File: config.mk
export PLATFORM = sky130hd
export DESIGN_NAME = multicycle_control_unit
export DESIGN_NICKNAME = d
export VERILOG_FILES = /design/src/rtl/multicycle_control_unit.sv
export SDC_FILE = /design/constraint.sdc
export NUM_CORES = 1
export LEC_CHECK = 0
export CAP_MARGIN = 20
export CORE_UTILIZATION = 46
export DETAILED_ROUTE_END_ITERATION = 10
export HOLD_SLACK_MARGIN = 0.05
export PLACE_DENSITY_LB_ADDON = 0.25
export SLEW_MARGIN = 40
export SYNTH_ARGS = -nofsm -noshare
export SYNTH_HDL_FRONTEND = slang
export SYNTH_SLANG_ARGS = --single-unit
File: constraint.sdc
create_clock -name clk -period 2.6 [get_ports clk]
set_input_delay 0.52 -clock clk [delete_from_list [all_inputs] [get_ports clk]]
set_output_delay 0.52 -clock clk [all_outputs]
set_load 0.01 [all_outputs]
File: src/rtl/multicycle_control_unit.sv
// -----------------------------------------------------------------------------
// multicycle_control_unit
//
// FSM controller for the multi-cycle 16-bit TSC CPU. Every instruction moves
// through IF/ID/EX/MEM/WB (skipping states it does not need). Fetches and data
// accesses wait on the memory's ready handshake. The unit also counts retired
// instructions and parks in HALT after HLT retires.
//
// Ports
//   clk, reset      rising-edge clock, synchronous active-high reset
//   instr           IR contents from the datapath (meaningful from ID onward)
//   mem_ready       memory finished the current read/write this cycle
//   br_taken        branch condition from the datapath (used in EX)
//   state           IF=0, ID=1, EX=2, MEM=3, WB=4, HALT=5
//   i_or_d          memory address select (0 = PC, 1 = ALU out)
//   mem_read/mem_write, ir_write, pc_write, pc_source
//   alu_src_a, alu_src_b, alu_op
//   rt_dest, reg_write, mem_to_reg, pc_to_reg, output_write
//   is_halted       sticky, set when HLT retires
//   illegal         one-cycle pulse in ID on an undefined instruction
//   num_inst        retired-instruction counter, wraps to zero
//
// All control outputs are combinational from the current state and instr,
// except the write handshakes in IF/MEM/EX which also look at mem_ready and
// br_taken.
// -----------------------------------------------------------------------------
module multicycle_control_unit #(
  parameter int WORD_SIZE      = 16,
  parameter int INST_CNT_WIDTH = 16
) (
  input  logic                      clk,
  input  logic                      reset,
  input  logic [WORD_SIZE-1:0]      instr,
  input  logic                      mem_ready,
  input  logic                      br_taken,
  output logic [2:0]                state,
  output logic                      i_or_d,
  output logic                      mem_read,
  output logic                      mem_write,
  output logic                      ir_write,
  output logic                      pc_write,
  output logic [1:0]                pc_source,
  output logic                      alu_src_a,
  output logic [1:0]                alu_src_b,
  output logic [2:0]                alu_op,
  output logic                      rt_dest,
  output logic                      reg_write,
  output logic                      mem_to_reg,
  output logic                      pc_to_reg,
  output logic                      output_write,
  output logic                      is_halted,
  output logic                      illegal,
  output logic [INST_CNT_WIDTH-1:0] num_inst
);

  typedef enum logic [2:0] {
    S_IF   = 3'd0,
    S_ID   = 3'd1,
    S_EX   = 3'd2,
    S_MEM  = 3'd3,
    S_WB   = 3'd4,
    S_HALT = 3'd5
  } state_t;

  // Opcodes
  localparam logic [3:0] OP_BNE = 4'd0;
  localparam logic [3:0] OP_BLZ = 4'd3;
  localparam logic [3:0] OP_ADI = 4'd4;
  localparam logic [3:0] OP_ORI = 4'd5;
  localparam logic [3:0] OP_LHI = 4'd6;
  localparam logic [3:0] OP_LWD = 4'd7;
  localparam logic [3:0] OP_SWD = 4'd8;
  localparam logic [3:0] OP_JMP = 4'd9;
  localparam logic [3:0] OP_JAL = 4'd10;
  localparam logic [3:0] OP_EXT = 4'd15;

  // Funcs under opcode 15 that are not plain ALU operations
  localparam logic [5:0] FN_JPR = 6'd25;
  localparam logic [5:0] FN_JRL = 6'd26;
  localparam logic [5:0] FN_WWD = 6'd28;
  localparam logic [5:0] FN_HLT = 6'd29;

  // ALU function codes
  localparam logic [2:0] ALU_ADD = 3'd0;
  localparam logic [2:0] ALU_SUB = 3'd1;
  localparam logic [2:0] ALU_ORR = 3'd3;
  localparam logic [2:0] ALU_SHL = 3'd6;

  localparam logic [INST_CNT_WIDTH-1:0] CNT_ONE = {{(INST_CNT_WIDTH-1){1'b0}}, 1'b1};

  state_t                    state_reg, state_next;
  logic [INST_CNT_WIDTH-1:0] num_inst_reg;
  logic                      is_halted_reg;
  logic                      retire;

  logic [3:0] opcode;
  logic [5:0] func;
  logic       unused_instr_bits;

  assign opcode            = instr[WORD_SIZE-1 -: 4];
  assign func              = instr[5:0];
  assign unused_instr_bits = ^instr[WORD_SIZE-5:6];

  // ---------------------------------------------------------------------------
  // Instruction classification
  // ---------------------------------------------------------------------------
  logic is_ext, is_rtype, is_itype, is_lwd, is_swd, is_branch;
  logic is_jmp, is_jal, is_jpr, is_jrl, is_wwd, is_hlt, is_legal;

  always_comb begin
    is_ext    = (opcode == OP_EXT);
    // ALU R-type ops occupy funcs 0..7
    is_rtype  = is_ext && (func[5:3] == 3'b000);
    is_itype  = (opcode == OP_ADI) || (opcode == OP_ORI) || (opcode == OP_LHI);
    is_lwd    = (opcode == OP_LWD);
    is_swd    = (opcode == OP_SWD);
    is_branch = (opcode >= OP_BNE) && (opcode <= OP_BLZ);
    is_jmp    = (opcode == OP_JMP);
    is_jal    = (opcode == OP_JAL);
    is_jpr    = is_ext && (func == FN_JPR);
    is_jrl    = is_ext && (func == FN_JRL);
    is_wwd    = is_ext && (func == FN_WWD);
    is_hlt    = is_ext && (func == FN_HLT);
    is_legal  = is_rtype || is_itype || is_lwd || is_swd || is_branch ||
                is_jmp || is_jal || is_jpr || is_jrl || is_wwd || is_hlt;
  end

  // ---------------------------------------------------------------------------
  // Next state and control outputs
  // ---------------------------------------------------------------------------
  always_comb begin
    state_next   = state_reg;
    retire       = 1'b0;
    i_or_d       = 1'b0;
    mem_read     = 1'b0;
    mem_write    = 1'b0;
    ir_write     = 1'b0;
    pc_write     = 1'b0;
    pc_source    = 2'd0;
    alu_src_a    = 1'b0;
    alu_src_b    = 2'd0;
    alu_op       = ALU_ADD;
    rt_dest      = 1'b0;
    reg_write    = 1'b0;
    mem_to_reg   = 1'b0;
    pc_to_reg    = 1'b0;
    output_write = 1'b0;
    illegal      = 1'b0;

    unique case (state_reg)
      S_IF: begin
        // Read request stays up while the memory stalls; IR and PC+1 are
        // captured only in the cycle the data is actually returned.
        mem_read = 1'b1;
        if (mem_ready) begin
          ir_write   = 1'b1;
          pc_write   = 1'b1;
          state_next = S_ID;
        end
      end

      S_ID: begin
        if (!is_legal) begin
          // Undefined instruction: flag it and retire as a NOP.
          illegal = 1'b1;
          retire  = 1'b1;
        end else if (is_jmp || is_jal) begin
          pc_write  = 1'b1;
          pc_source = 2'd2;
          reg_write = is_jal;
          pc_to_reg = is_jal;
          retire    = 1'b1;
        end else if (is_jpr || is_jrl) begin
          pc_write  = 1'b1;
          pc_source = 2'd3;
          reg_write = is_jrl;
          pc_to_reg = is_jrl;
          retire    = 1'b1;
        end else if (is_wwd) begin
          output_write = 1'b1;
          retire       = 1'b1;
        end else if (is_hlt) begin
          retire = 1'b1;
        end else begin
          state_next = S_EX;
        end
      end

      S_EX: begin
        if (is_rtype) begin
          alu_src_a  = 1'b1;
          alu_src_b  = 2'd0;
          alu_op     = func[2:0];
          state_next = S_WB;
        end else if (is_itype) begin
          alu_src_b  = 2'd2;
          alu_op     = (opcode == OP_ADI) ? ALU_ADD :
                       (opcode == OP_ORI) ? ALU_ORR : ALU_SHL;
          state_next = S_WB;
        end else if (is_lwd || is_swd) begin
          alu_src_b  = 2'd2;
          alu_op     = ALU_ADD;
          state_next = S_MEM;
        end else begin
          // Branches: condition comes from the datapath comparator.
          alu_op    = ALU_SUB;
          pc_write  = br_taken;
          pc_source = 2'd1;
          retire    = 1'b1;
        end
      end

      S_MEM: begin
        i_or_d    = 1'b1;
        mem_read  = is_lwd;
        mem_write = is_swd;
        if (mem_ready) begin
          if (is_lwd) state_next = S_WB;
          else        retire     = 1'b1;
        end
      end

      S_WB: begin
        reg_write  = 1'b1;
        rt_dest    = is_itype || is_lwd;
        mem_to_reg = is_lwd;
        retire     = 1'b1;
      end

      S_HALT: begin
        state_next = S_HALT;
      end

      default: begin
        state_next = S_IF;
      end
    endcase

    if (retire) begin
      state_next = (state_reg == S_ID && is_hlt) ? S_HALT : S_IF;
    end
  end

  // ---------------------------------------------------------------------------
  // State, counter and halt flag
  // ---------------------------------------------------------------------------
  always_ff @(posedge clk) begin
    if (reset) begin
      state_reg     <= S_IF;
      num_inst_reg  <= '0;
      is_halted_reg <= 1'b0;
    end else begin
      state_reg <= state_next;
      if (retire) begin
        num_inst_reg <= num_inst_reg + CNT_ONE;
      end
      if (state_reg == S_ID && is_hlt) begin
        is_halted_reg <= 1'b1;
      end
    end
  end

  assign state     = state_reg;
  assign num_inst  = num_inst_reg;
  assign is_halted = is_halted_reg;

endmodule

-- Word-level counts from Yosys, hierarchy flattened
Cells that the tools add are included.
- output and inout bits: 39
- register bits after elaboration: 20
- word-level logic and storage cells: 129
- input bits: 20
- $lt $le $gt $ge: 2
- add/subtract/negate cells: 1
- eq/ne operators: 27
- reduce and logical (&&, ||, !) cells: 26
- mux-type cells: 70
- operators with widths (cell ; count):
    $mux W3 ; 18
    $mux W1 ; 39
    $eq A6 B5 Y1 const B ; 4
    $ne A3 B3 Y1 const B ; 8
    $pmux W3 S6 ; 1
    $add A16 B1 Y16 const B ; 1
    $eq A4 B3 Y1 const B ; 4
    $eq A4 B4 Y1 const B ; 4
    $logic_or A1 B1 Y1 ; 16
    $mux W2 ; 7
    $reduce_and A10 Y1 ; 1
    $logic_and A1 B1 Y1 ; 7
    $eq A3 B2 Y1 const B ; 2
    $eq A3 B3 Y1 const B ; 2
    $logic_not A3 Y1 ; 2
    $ne A5 B5 Y1 const B ; 1
    $ge A4 B1 Y1 const B ; 1
    $le A4 B2 Y1 const B ; 1
    $pmux W1 S2 ; 2
    $pmux W1 S4 ; 1
    $pmux W2 S2 ; 1
    $eq A3 B1 Y1 const B ; 1
    $pmux W1 S3 ; 1
    $ne A2 B2 Y1 const B ; 1

-- Depth between registers and ports, before layout
Gate-level depths: netlist (run 1).
- depth after elaboration: 17
- mapped depth: 9
- gate-level depth less buffers: 7

-- Worst setup path after synthesis (run 1)
Ideal clock, no wire load.
- path kind: input -> output
- start: in instr[15]
- end: out pc_write
- path buffers: 1
- cell stages on the path: 6
- data arrival time: 1.634 ns
- data required time: 2.080 ns
- path slack: 0.446 ns
- path through: buf_2 -> nand4_1 -> nor3_2 -> a21oi_1 -> nor2_1 -> a211o_1
- cells in the longest elaborated chain, start to end: 15
- elaborated cells on any way between the ends: 38
- classes of those cells: order compare (2); eq/ne (8); mux (7); reduce/logical (21)
- RTL lines (element ; RTL line ; text):
    start: declaration ; 33 ; input logic [WORD_SIZE-1:0] instr,
    $eq A4 B3 Y1 ; 114 ; is_itype = (opcode == OP_ADI) || (opcode == OP_ORI) || (opcode == OP_LHI);
    $logic_or A1 B1 Y1 (2 in a row) ; 114 ;
    $logic_or A1 B1 Y1 (5 in a row) ; 124 ; is_legal = is_rtype || is_itype || is_lwd || is_swd || is_branch ||
    $logic_or A1 B1 Y1 (5 in a row) ; 125 ; is_jmp || is_jal || is_jpr || is_jrl || is_wwd || is_hlt;
    $mux W1 ; 163 ; if (!is_legal) begin
    $pmux W1 S3 * ; 150 ; unique case (state_reg)
    end: declaration ; 41 ; output logic pc_write,
Every way passes the cells marked *; elsewhere a longest branch is shown, timed or not.

-- Worst setup path after layout (run 1)
- start: in instr[12]
- end: out pc_source[0]
- cells in the longest elaborated chain, start to end: 15
- elaborated cells on any way between the ends: 38
- classes of those cells: order compare (2); eq/ne (8); mux (7); reduce/logical (21)
- RTL lines (element ; RTL line ; text):
    $eq A4 B3 Y1 ; 114 ;
    $logic_or A1 B1 Y1 (2 in a row) ; 114 ;
    $logic_or A1 B1 Y1 (5 in a row) ; 124 ;
    $logic_or A1 B1 Y1 (5 in a row) ; 125 ;
    $mux W2 ; 163 ;
    $pmux W2 S2 * ; 150 ;
    end: declaration ; 42 ; output logic [1:0] pc_source,
Marked as above.

==> flow_summary.html, run 1 <==
<table>
<tr><th>Metric</th><th>Value</th></tr>
<tr><th colspan="2">Final layout</th></tr>
<tr><td>Number of nets in the layout</td><td>307</td></tr>
<tr><td>Layout fillers</td><td>292</td></tr>
<tr><td>Commonest non-fill, non-tap cells in the layout</td><td>sky130_fd_sc_hd__buf_4 (35), sky130_fd_sc_hd__clkdlybuf4s50_1 (29), sky130_fd_sc_hd__nor2_1 (28), sky130_fd_sc_hd__dfxtp_1 (20), sky130_fd_sc_hd__nor2b_1 (15)</td></tr>
<tr><td>Area Growth Syn to Fin</td><td>46.61%</td></tr>
<tr><td>Post-route insts no fill</td><td>331</td></tr>
<tr><td>Max reg flops</td><td>16</td></tr>
<tr><td>Most common library cell in the layout ignoring fill and taps</td><td>sky130_fd_sc_hd__buf_4</td></tr>
<tr><td>Fraction of layout instances using a drive strength above 1</td><td>0.2737</td></tr>
<tr><td>Antenna cell count</td><td>0</td></tr>
<tr><th colspan="2">Route</th></tr>
<tr><td>DRC marker count from the first detailed-route iteration</td><td>116</td></tr>
<tr><td>Average routed wire per standard cell</td><td>13.05 um</td></tr>
<tr><td>Final wirelength</td><td>4318 um</td></tr>
<tr><td>TritonRoute pass-1 iters</td><td>4</td></tr>
<tr><td>Count of unresolved DRC violations after routing</td><td>0</td></tr>
<tr><td>Number of nets with antenna violations after routing</td><td>0</td></tr>
<tr><td>Via count</td><td>1791</td></tr>
<tr><td>Via density per instance</td><td>5.411</td></tr>
<tr><th colspan="2">Critical path</th></tr>
<tr><td>Kind of critical path</td><td>in2out</td></tr>
<tr><td>Kind of start point of the critical path</td><td>primary input</td></tr>
<tr><td>Reg2Reg Setup Slack</td><td>390 ps</td></tr>
<tr><td>R2r worst-path depth</td><td>7</td></tr>
<tr><td>Setup crit start</td><td>instr[12]</td></tr>
<tr><td>Critical Path Slowest Stage Cell</td><td>sky130_fd_sc_hd__or4b_4</td></tr>
<tr><td>Cell chain of the critical path</td><td>dlygate4sd2_1, or4b_4, o211ai_4, nor2_2, a31o_2, clkdlybuf4s15_1</td></tr>
<tr><td>Critical path endpoint</td><td>pc_source[0]</td></tr>
<tr><td>Reg-to-reg critical path startpoint</td><td>state[0]$_SDFFE_PP0P_</td></tr>
<tr><td>Worst-path fanout max</td><td>3</td></tr>
<tr><td>Data required time of the worst path</td><td>2080 ps</td></tr>
<tr><td>Crit end category</td><td>primary output</td></tr>
<tr><td>Maximum single-stage delay on the critical path</td><td>560 ps</td></tr>
<tr><td>Destination of the worst register-to-register timing path</td><td>num_inst[5]$_SDFFE_PP0P_</td></tr>
<tr><td>Arrival time at the worst endpoint</td><td>1960 ps</td></tr>
<tr><th colspan="2">Power and ir drop</th></tr>
<tr><td>Peak supply drop</td><td>0.2715 mV</td></tr>
<tr><td>Pwr dens</td><td>489.0 mW/mm^2</td></tr>
<tr><td>Switching component of the power</td><td>458.3 uW</td></tr>
<tr><td>Static leakage</td><td>0.001024 uW</td></tr>
<tr><td>Internal power</td><td>759.8 uW</td></tr>
<tr><td>Reg power frac</td><td>0.306</td></tr>
<tr><td>Gate power share</td><td>0.499</td></tr>
<tr><td>Net Sw Frac</td><td>0.3762</td></tr>
<tr><td>Portion of total power attributed to the clock network</td><td>0.195</td></tr>
<tr><th colspan="2">Synth</th></tr>
<tr><td>Number of warnings reported in the yosys synthesis log</td><td>0</td></tr>
<tr><td>Distinct cells, synth</td><td>56</td></tr>
<tr><td>Total nets after synthesis</td><td>231</td></tr>
<tr><td>Async SR Flop Fraction</td><td>0</td></tr>
<tr><td>Number of enable-type register cells in the synthesized netlist</td><td>0</td></tr>
<tr><td>Sequential fraction of the synthesis area</td><td>0.2356</td></tr>
<tr><td>Total of flip-flops plus latches after synthesis</td><td>20</td></tr>
<tr><td>Combined area of all synthesized cells</td><td>0.001699 mm^2</td></tr>
<tr><td>Gate count after technology mapping</td><td>210</td></tr>
<tr><td>Syn_area_per_cell</td><td>8.091 um^2</td></tr>
<tr><td>Leading register cell type out of synthesis</td><td>sky130_fd_sc_hd__dfxtp_1</td></tr>
<tr><th colspan="2">Timing</th></tr>
<tr><td>Period utilisation layout</td><td>0.9546</td></tr>
<tr><td>Period minus WS final</td><td>2482 ps</td></tr>
<tr><td>Setup repair after global routing missed its margin</td><td>no</td></tr>
<tr><td>Fmax achieved</td><td>402.9 MHz</td></tr>
<tr><td>Max-slew violation count</td><td>0</td></tr>
<tr><td>Clock skew</td><td>5.227 ps</td></tr>
<tr><td>Final setup violation count</td><td>0</td></tr>
<tr><td>Final hold viol count</td><td>0</td></tr>
<tr><td>Hold_ws</td><td>449.3 ps</td></tr>
<tr><th colspan="2">Hold path</th></tr>
<tr><td>Hold Crit Class</td><td>reg2reg</td></tr>
<tr><td>Start point of the worst hold path</td><td>is_halted$_SDFFE_PP0P_</td></tr>
<tr><th colspan="2">Place</th></tr>
<tr><td>Number of buffer cells added on primary ports</td><td>51</td></tr>
<tr><td>HPWL Detailed</td><td>3250 um</td></tr>
<tr><td>Last weighted congestion value of the routability-driven placer</td><td>0.8473</td></tr>
<tr><td>Placed Instances</td><td>324</td></tr>
<tr><th colspan="2">Global route</th></tr>
<tr><td>Antenna violations before repair</td><td>0</td></tr>
<tr><td>Number of global-route vias before repair</td><td>1648</td></tr>
<tr><td>Overflow left after global routing</td><td>0</td></tr>
<tr><td>Pin count of the biggest net entering global routing</td><td>35</td></tr>
<tr><td>Overall Global Routing Usage</td><td>0.2289</td></tr>
<tr><td>Global-route wire length before repair</td><td>7238 um</td></tr>
<tr><th colspan="2">Floorplanning</th></tr>
<tr><td>Die Y-Extent</td><td>62.78 um</td></tr>
<tr><td>Die Area</td><td>0.003941 mm^2</td></tr>
<tr><td>Number of standard-cell rows in the floorplan</td><td>21</td></tr>
<tr><td>Effective utilization at floorplan</td><td>0.4936</td></tr>
<tr><td>IO Pins</td><td>59</td></tr>
<tr><td>Core region area</td><td>0.003442 mm^2</td></tr>
<tr><td>Horizontal die dimension</td><td>62.78 um</td></tr>
<tr><th colspan="2">CTS</th></tr>
<tr><td>Clock tree from TritonCTS</td><td>done</td></tr>
<tr><td>CTS root buffer</td><td>sky130_fd_sc_hd__clkbuf_8</td></tr>
<tr><td>Hold bufs inserted after CTS</td><td>0</td></tr>
<tr><td>Worst skew pair latency</td><td>260 ps</td></tr>
<tr><td>Number of buffers between clock root and the deepest sink</td><td>2</td></tr>
<tr><td>TritonCTS buffer count</td><td>3</td></tr>
<tr><td>Number of clock sinks</td><td>20</td></tr>
<tr><td>H-tree levels</td><td>1</td></tr>
<tr><td>CTS clk-pin slew, worst paths</td><td>70 ps</td></tr>
<tr><th colspan="2">Run status</th></tr>
<tr><td>Status</td><td>finished clean</td></tr>
<tr><th colspan="2">Run</th></tr>
<tr><td>Max-cap violation count</td><td>0</td></tr>
</table>
-- worst min path at each step --
stage                                  end  cells after the start
floorplan           is_halted$_SDFFE_PP0P_                      2
detailed placement  is_halted$_SDFFE_PP0P_                      2
finish              is_halted$_SDFFE_PP0P_                      2
global route        is_halted$_SDFFE_PP0P_                      2
global placement    is_halted$_SDFFE_PP0P_                      2
CTS                 is_halted$_SDFFE_PP0P_                      2
-- per-stage QoR --
| step | power [uW] | cell area, um^2 | util | worst slack, ps | TNS [ps] |
|---|---|---|---|---|---|
| 2_1_floorplan | 748.8 | 1699 | - | 446.0 | 0 |
| 3_3_place_gp | 978.3 | 2384 | 0.6925 | -384.8 | -5144 |
| 3_5_place_dp | 985.4 | 2384 | 0.6925 | -391.2 | -5661 |
| 4_1_cts | 1219 | 2467 | 0.7168 | 5.734 | 0 |
| 5_1_grt | 1295 | 2491 | 0.7237 | 3.923 | 0 |
| 6_report | 1218 | 2491 | 0.7237 | 117.9 | 0 |
-- synthesized netlist by cell type, types with 2 or more instances --
cell type                  count  area share
sky130_fd_sc_hd__mux2_4        7       0.062
sky130_fd_sc_hd__o21a_1        2      0.0088
sky130_fd_sc_hd__nor2_1       30       0.066
sky130_fd_sc_hd__buf_4         4       0.018
sky130_fd_sc_hd__buf_6         3       0.020
sky130_fd_sc_hd__o21ai_0       9       0.027
sky130_fd_sc_hd__clkbuf_1      3      0.0066
sky130_fd_sc_hd__inv_1         7       0.015
sky130_fd_sc_hd__a211oi_1      3       0.013
sky130_fd_sc_hd__mux2_2        6       0.040
sky130_fd_sc_hd__nand2b_1      2      0.0074
sky130_fd_sc_hd__dfxtp_1      20        0.24
sky130_fd_sc_hd__and3_1        3       0.011
sky130_fd_sc_hd__nor3_1        6       0.018
sky130_fd_sc_hd__nand3_1      12       0.035
sky130_fd_sc_hd__a211o_1       2       0.010
sky130_fd_sc_hd__nor3b_1       2      0.0088
sky130_fd_sc_hd__a21oi_1      10       0.029
sky130_fd_sc_hd__xnor2_1       3       0.015
sky130_fd_sc_hd__nand2_1      11       0.024
sky130_fd_sc_hd__a31oi_1       2      0.0074
sky130_fd_sc_hd__a21oi_2       7       0.036
sky130_fd_sc_hd__nor2b_1      15       0.055
sky130_fd_sc_hd__nand4_1       7       0.026
sky130_fd_sc_hd__buf_2         2      0.0059
sky130_fd_sc_hd__or3_1         2      0.0074
-- critical path, delay by kind of cell --
kind / cells / cell delay, ps
and+or+nand+nor: 2 / 620
AOI/OAI and AO/OA: 2 / 350
buffers and inverters: 2 / 470
-- area by class of cell --
class,instances,area (um^2),area share
Inverter,7,26.28,0.01055
Multi-Input combinational cell,168,1197,0.4807
Clock buffer,4,55.05,0.02210
Sequential cell,20,400.4,0.1607
Tap cell,46,57.56,0.02310
Timing Repair Buffer,86,754.5,0.3029
-- routing by layer --
layer	GRT usage	up-vias	wire [um]
li1	-	911	-
met1	0.2970	843	2057
met2	0.3886	31	2107
met4	0.06977	0	56
met3	0.03285	6	97
met5	0	-	0
-- power by group through the flow --
stage	clock [uW]	combinational (uW)	sequential, uW
after global routing	258	659	378
after global placement	0	601	378
final	238	608	372
after detailed placement	0	607	378
after CTS	241	607	371
after floorplan	0	375	374
-- cells by family after synthesis --
| group | Yosys count | synth area share |
|---|---|---|
| simple gates | 99 | 0.3100 |
| compound gates | 50 | 0.2327 |
| buf+inv | 22 | 0.08836 |
| flops | 20 | 0.2356 |
| mux | 14 | 0.1082 |
| xor+xnor | 3 | 0.01547 |
| fa+ha+maj | 1 | 0.007363 |
| other cells | 1 | 0.002207 |
-- timing repair --
| action | in CTS | in global routing |
|---|---|---|
| setup buffers | 3 | 0 |
| pin swaps | 5 | 2 |
| gates resized for setup | 32 | 9 |
| cloned | 0 | 0 |
| endpoints found under the setup margin | 16 | 6 |
Note: power is estimated with default switching activity, not from simulation.
==> run 2: changes to the inputs <==
--- a/config.mk
+++ b/config.mk
@@ -6,6 +6,7 @@
 export NUM_CORES = 1
 export LEC_CHECK = 0
 export CAP_MARGIN = 20
+export CORE_MARGIN = 4
 export CORE_UTILIZATION = 46
 export DETAILED_ROUTE_END_ITERATION = 10
 export HOLD_SLACK_MARGIN = 0.05
==> run 2 against run 1 <==
  * Non-clock buffer count is the same
  * Count of clock-buffer cells in the layout is the same
  * Cell area shrank 0.65%
  * Clock skew shrank 3.2 ps
  * Power grew 0.17%
  * Largest power group unchanged
  * Highest routed layer unchanged
==> flow_summary.html, run 2 (synthesis results as in run 1) <==
<table>
<tr><th>Metric</th><th>Value</th></tr>
<tr><th colspan="2">Global route</th></tr>
<tr><td>Pin count of the biggest net entering global routing</td><td>35 (unchanged)</td></tr>
<tr><td>Global-route wire length before repair</td><td>7300 um (+0.86%)</td></tr>
<tr><td>Overflow left after global routing</td><td>0 (unchanged)</td></tr>
<tr><td>Number of global-route vias before repair</td><td>1642 (-0.36%)</td></tr>
<tr><td>Overall Global Routing Usage</td><td>0.2004 (-0.02853)</td></tr>
<tr><td>Antenna violations before repair</td><td>0 (unchanged)</td></tr>
<tr><th colspan="2">Power and ir drop</th></tr>
<tr><td>Pwr dens</td><td>493.0 mW/mm^2 (+0.83%)</td></tr>
<tr><td>Peak supply drop</td><td>0.2717 mV (about the same)</td></tr>
<tr><td>Static leakage</td><td>0.0009998 uW (-2.4%)</td></tr>
<tr><th colspan="2">Run</th></tr>
<tr><td>Max-cap violation count</td><td>0 (unchanged)</td></tr>
<tr><th colspan="2">Timing</th></tr>
<tr><td>Final setup violation count</td><td>0 (unchanged)</td></tr>
<tr><td>Period minus WS final</td><td>2550 ps (+67.90 ps)</td></tr>
<tr><td>Fmax achieved</td><td>392.2 MHz (-2.7%)</td></tr>
<tr><td>Max-slew violation count</td><td>0 (unchanged)</td></tr>
<tr><td>Fin Setup TNS</td><td>0 ps (unchanged)</td></tr>
<tr><td>Slew Limit Headroom</td><td>0.6410</td></tr>
<tr><td>Clock skew</td><td>2.057 ps (-3.170 ps)</td></tr>
<tr><td>Final hold viol count</td><td>0 (unchanged)</td></tr>
<tr><td>Period utilisation layout</td><td>0.9808 (+0.02611)</td></tr>
<tr><td>Pin slew with the least headroom to its limit</td><td>534.4 ps</td></tr>
<tr><td>Setup repair after global routing missed its margin</td><td>no</td></tr>
<tr><th colspan="2">Critical path</th></tr>
<tr><td>Reg-to-reg critical path startpoint</td><td>state[0]$_SDFFE_PP0P_</td></tr>
<tr><td>Kind of critical path</td><td>in2out</td></tr>
<tr><td>Setup crit start</td><td>instr[4]</td></tr>
<tr><td>Critical path endpoint</td><td>alu_op[0]</td></tr>
<tr><td>Crit end category</td><td>primary output</td></tr>
<tr><td>Reg2Reg Setup Slack</td><td>440 ps (+50 ps)</td></tr>
<tr><td>Kind of start point of the critical path</td><td>primary input</td></tr>
<tr><td>R2r worst-path depth</td><td>7 (unchanged)</td></tr>
<tr><td>Worst-path fanout max</td><td>4 (+1)</td></tr>
<tr><td>Destination of the worst register-to-register timing path</td><td>num_inst[15]$_SDFFE_PP0P_</td></tr>
<tr><td>Arrival time at the worst endpoint</td><td>2030 ps (+70 ps)</td></tr>
<tr><td>Data required time of the worst path</td><td>2080 ps (about the same)</td></tr>
<tr><th colspan="2">Route</th></tr>
<tr><td>Number of nets with antenna violations after routing</td><td>0 (unchanged)</td></tr>
<tr><td>Via density per instance</td><td>5.520 (+2.0%)</td></tr>
<tr><td>Final wirelength</td><td>4474 um (+3.6%)</td></tr>
<tr><td>Count of unresolved DRC violations after routing</td><td>0 (unchanged)</td></tr>
<tr><td>DRC marker count from the first detailed-route iteration</td><td>104 (-10%)</td></tr>
<tr><td>Via count</td><td>1827 (+2.0%)</td></tr>
<tr><td>Average routed wire per standard cell</td><td>13.52 um (+3.6%)</td></tr>
<tr><td>TritonRoute pass-1 iters</td><td>4 (unchanged)</td></tr>
<tr><th colspan="2">Floorplanning</th></tr>
<tr><td>Die Area</td><td>0.004730 mm^2 (+20%)</td></tr>
<tr><td>Horizontal die dimension</td><td>68.78 um (+9.6%)</td></tr>
<tr><td>Core region area</td><td>0.003442 mm^2 (unchanged)</td></tr>
<tr><td>IO Pins</td><td>59 (unchanged)</td></tr>
<tr><td>Effective utilization at floorplan</td><td>0.4936 (unchanged)</td></tr>
<tr><td>Number of standard-cell rows in the floorplan</td><td>21 (unchanged)</td></tr>
<tr><td>Die Y-Extent</td><td>68.78 um (+9.6%)</td></tr>
<tr><th colspan="2">Final layout</th></tr>
<tr><td>Commonest non-fill, non-tap cells in the layout</td><td>sky130_fd_sc_hd__buf_4 (35), sky130_fd_sc_hd__clkdlybuf4s50_1 (32), sky130_fd_sc_hd__nor2_1 (28), sky130_fd_sc_hd__dfxtp_1 (20), sky130_fd_sc_hd__nor2b_1 (15)</td></tr>
<tr><td>Antenna cell count</td><td>0 (unchanged)</td></tr>
<tr><td>Most common library cell in the layout ignoring fill and taps</td><td>sky130_fd_sc_hd__buf_4</td></tr>
<tr><td>Fraction of layout instances using a drive strength above 1</td><td>0.2842 (+0.01053)</td></tr>
<tr><td>Area Growth Syn to Fin</td><td>45.66%</td></tr>
<tr><td>Max reg flops</td><td>16 (unchanged)</td></tr>
<tr><td>Number of nets in the layout</td><td>307 (unchanged)</td></tr>
<tr><td>Layout fillers</td><td>282 (-3.4%)</td></tr>
<tr><td>Post-route insts no fill</td><td>331 (unchanged)</td></tr>
<tr><th colspan="2">Hold path</th></tr>
<tr><td>Hold Crit Class</td><td>reg2reg</td></tr>
<tr><td>Start point of the worst hold path</td><td>is_halted$_SDFFE_PP0P_</td></tr>
<tr><td>Worst hold stages</td><td>2 (unchanged)</td></tr>
<tr><th colspan="2">Place</th></tr>
<tr><td>Placed Instances</td><td>325 (+0.31%)</td></tr>
<tr><td>Last weighted congestion value of the routability-driven placer</td><td>0.8380 (-1.1%)</td></tr>
<tr><td>HPWL Detailed</td><td>3407 um (+4.8%)</td></tr>
<tr><td>Number of buffer cells added on primary ports</td><td>51 (unchanged)</td></tr>
<tr><th colspan="2">CTS</th></tr>
<tr><td>CTS clk-pin slew, worst paths</td><td>70 ps (about the same)</td></tr>
<tr><td>Number of clock sinks</td><td>20 (unchanged)</td></tr>
<tr><td>H-tree levels</td><td>1 (unchanged)</td></tr>
<tr><td>TritonCTS buffer count</td><td>3 (unchanged)</td></tr>
<tr><td>CTS root buffer</td><td>sky130_fd_sc_hd__clkbuf_8</td></tr>
<tr><td>Clock tree from TritonCTS</td><td>done</td></tr>
<tr><td>Number of buffers between clock root and the deepest sink</td><td>2 (unchanged)</td></tr>
<tr><td>Worst skew pair latency</td><td>260 ps (about the same)</td></tr>
<tr><th colspan="2">Run status</th></tr>
<tr><td>Status</td><td>finished clean</td></tr>
</table>
[run 2: metal layers]
metal	wire, um	share of wire	up-vias	track usage
met5	0	0	-	0
met1	1988	0.44	873	0.2495
li1	-	-	909	-
met2	2280	0.51	41	0.3576
met4	46	0.010	0	0.04866
met3	159	0.036	4	0.03241
[run 2: area by class of cell]
class	count	area, um^2	area share
multi-input cells	168	1191	0.4813
repair buffers	86	744.5	0.3008
flip-flops and latches	20	400.4	0.1618
well taps	46	57.56	0.02326
clock buffers	4	55.05	0.02224
inverters	7	26.28	0.01062
[run 2: worst max-delay path, cell delays in order]
cell                              delay, ps
sky130_fd_sc_hd__clkdlybuf4s50_1        420
sky130_fd_sc_hd__or3_4                  410
sky130_fd_sc_hd__buf_4                  160
sky130_fd_sc_hd__o21ai_1                140
sky130_fd_sc_hd__a311oi_1               130
sky130_fd_sc_hd__clkdlybuf4s15_2        250
[run 2: how the worst min path moves through the flow]
stage,end
CTS,is_halted$_SDFFE_PP0P_
global route,is_halted$_SDFFE_PP0P_
global placement,is_halted$_SDFFE_PP0P_
detailed placement,is_halted$_SDFFE_PP0P_
floorplan,is_halted$_SDFFE_PP0P_
finish,is_halted$_SDFFE_PP0P_
[run 2: where the power goes]
| part | switching (uW) | internal, uW | leakage [uW] |
|---|---|---|---|
| Sequential | 41.2 | 330 | 0.000162 |
| Combinational | 310 | 296 | 0.000809 |
| Clock | 108 | 135 | 0.0000288 |
| Total | 459 | 761 | 0.00100 |
[run 2: stage by stage]
stage / total power [uW] / setup WS (ps) / util / cell area, um^2 / hold WS [ps]
global placement: 986.6 / -389.7 / 0.6947 / 2391 / 433.2
global route: 1306 / 1.991 / 0.7190 / 2475 / 475.6
CTS: 1222 / 0.1856 / 0.7139 / 2457 / 454.2
finish: 1220 / 50.02 / 0.7190 / 2475 / 448.2
floorplan: 748.8 / 446.0 / - / 1699 / 469.6
detailed placement: 995.3 / -415.4 / 0.6947 / 2391 / 442.8
[run 2: what timing repair did]
item / 4_1_cts / 5_1_grt
resized for setup: 32 / 12
hold buffers: 0 / 0
buffers inserted: 1 / 1
pin swaps: 4 / 3
setup endpoints to repair: 16 / 7
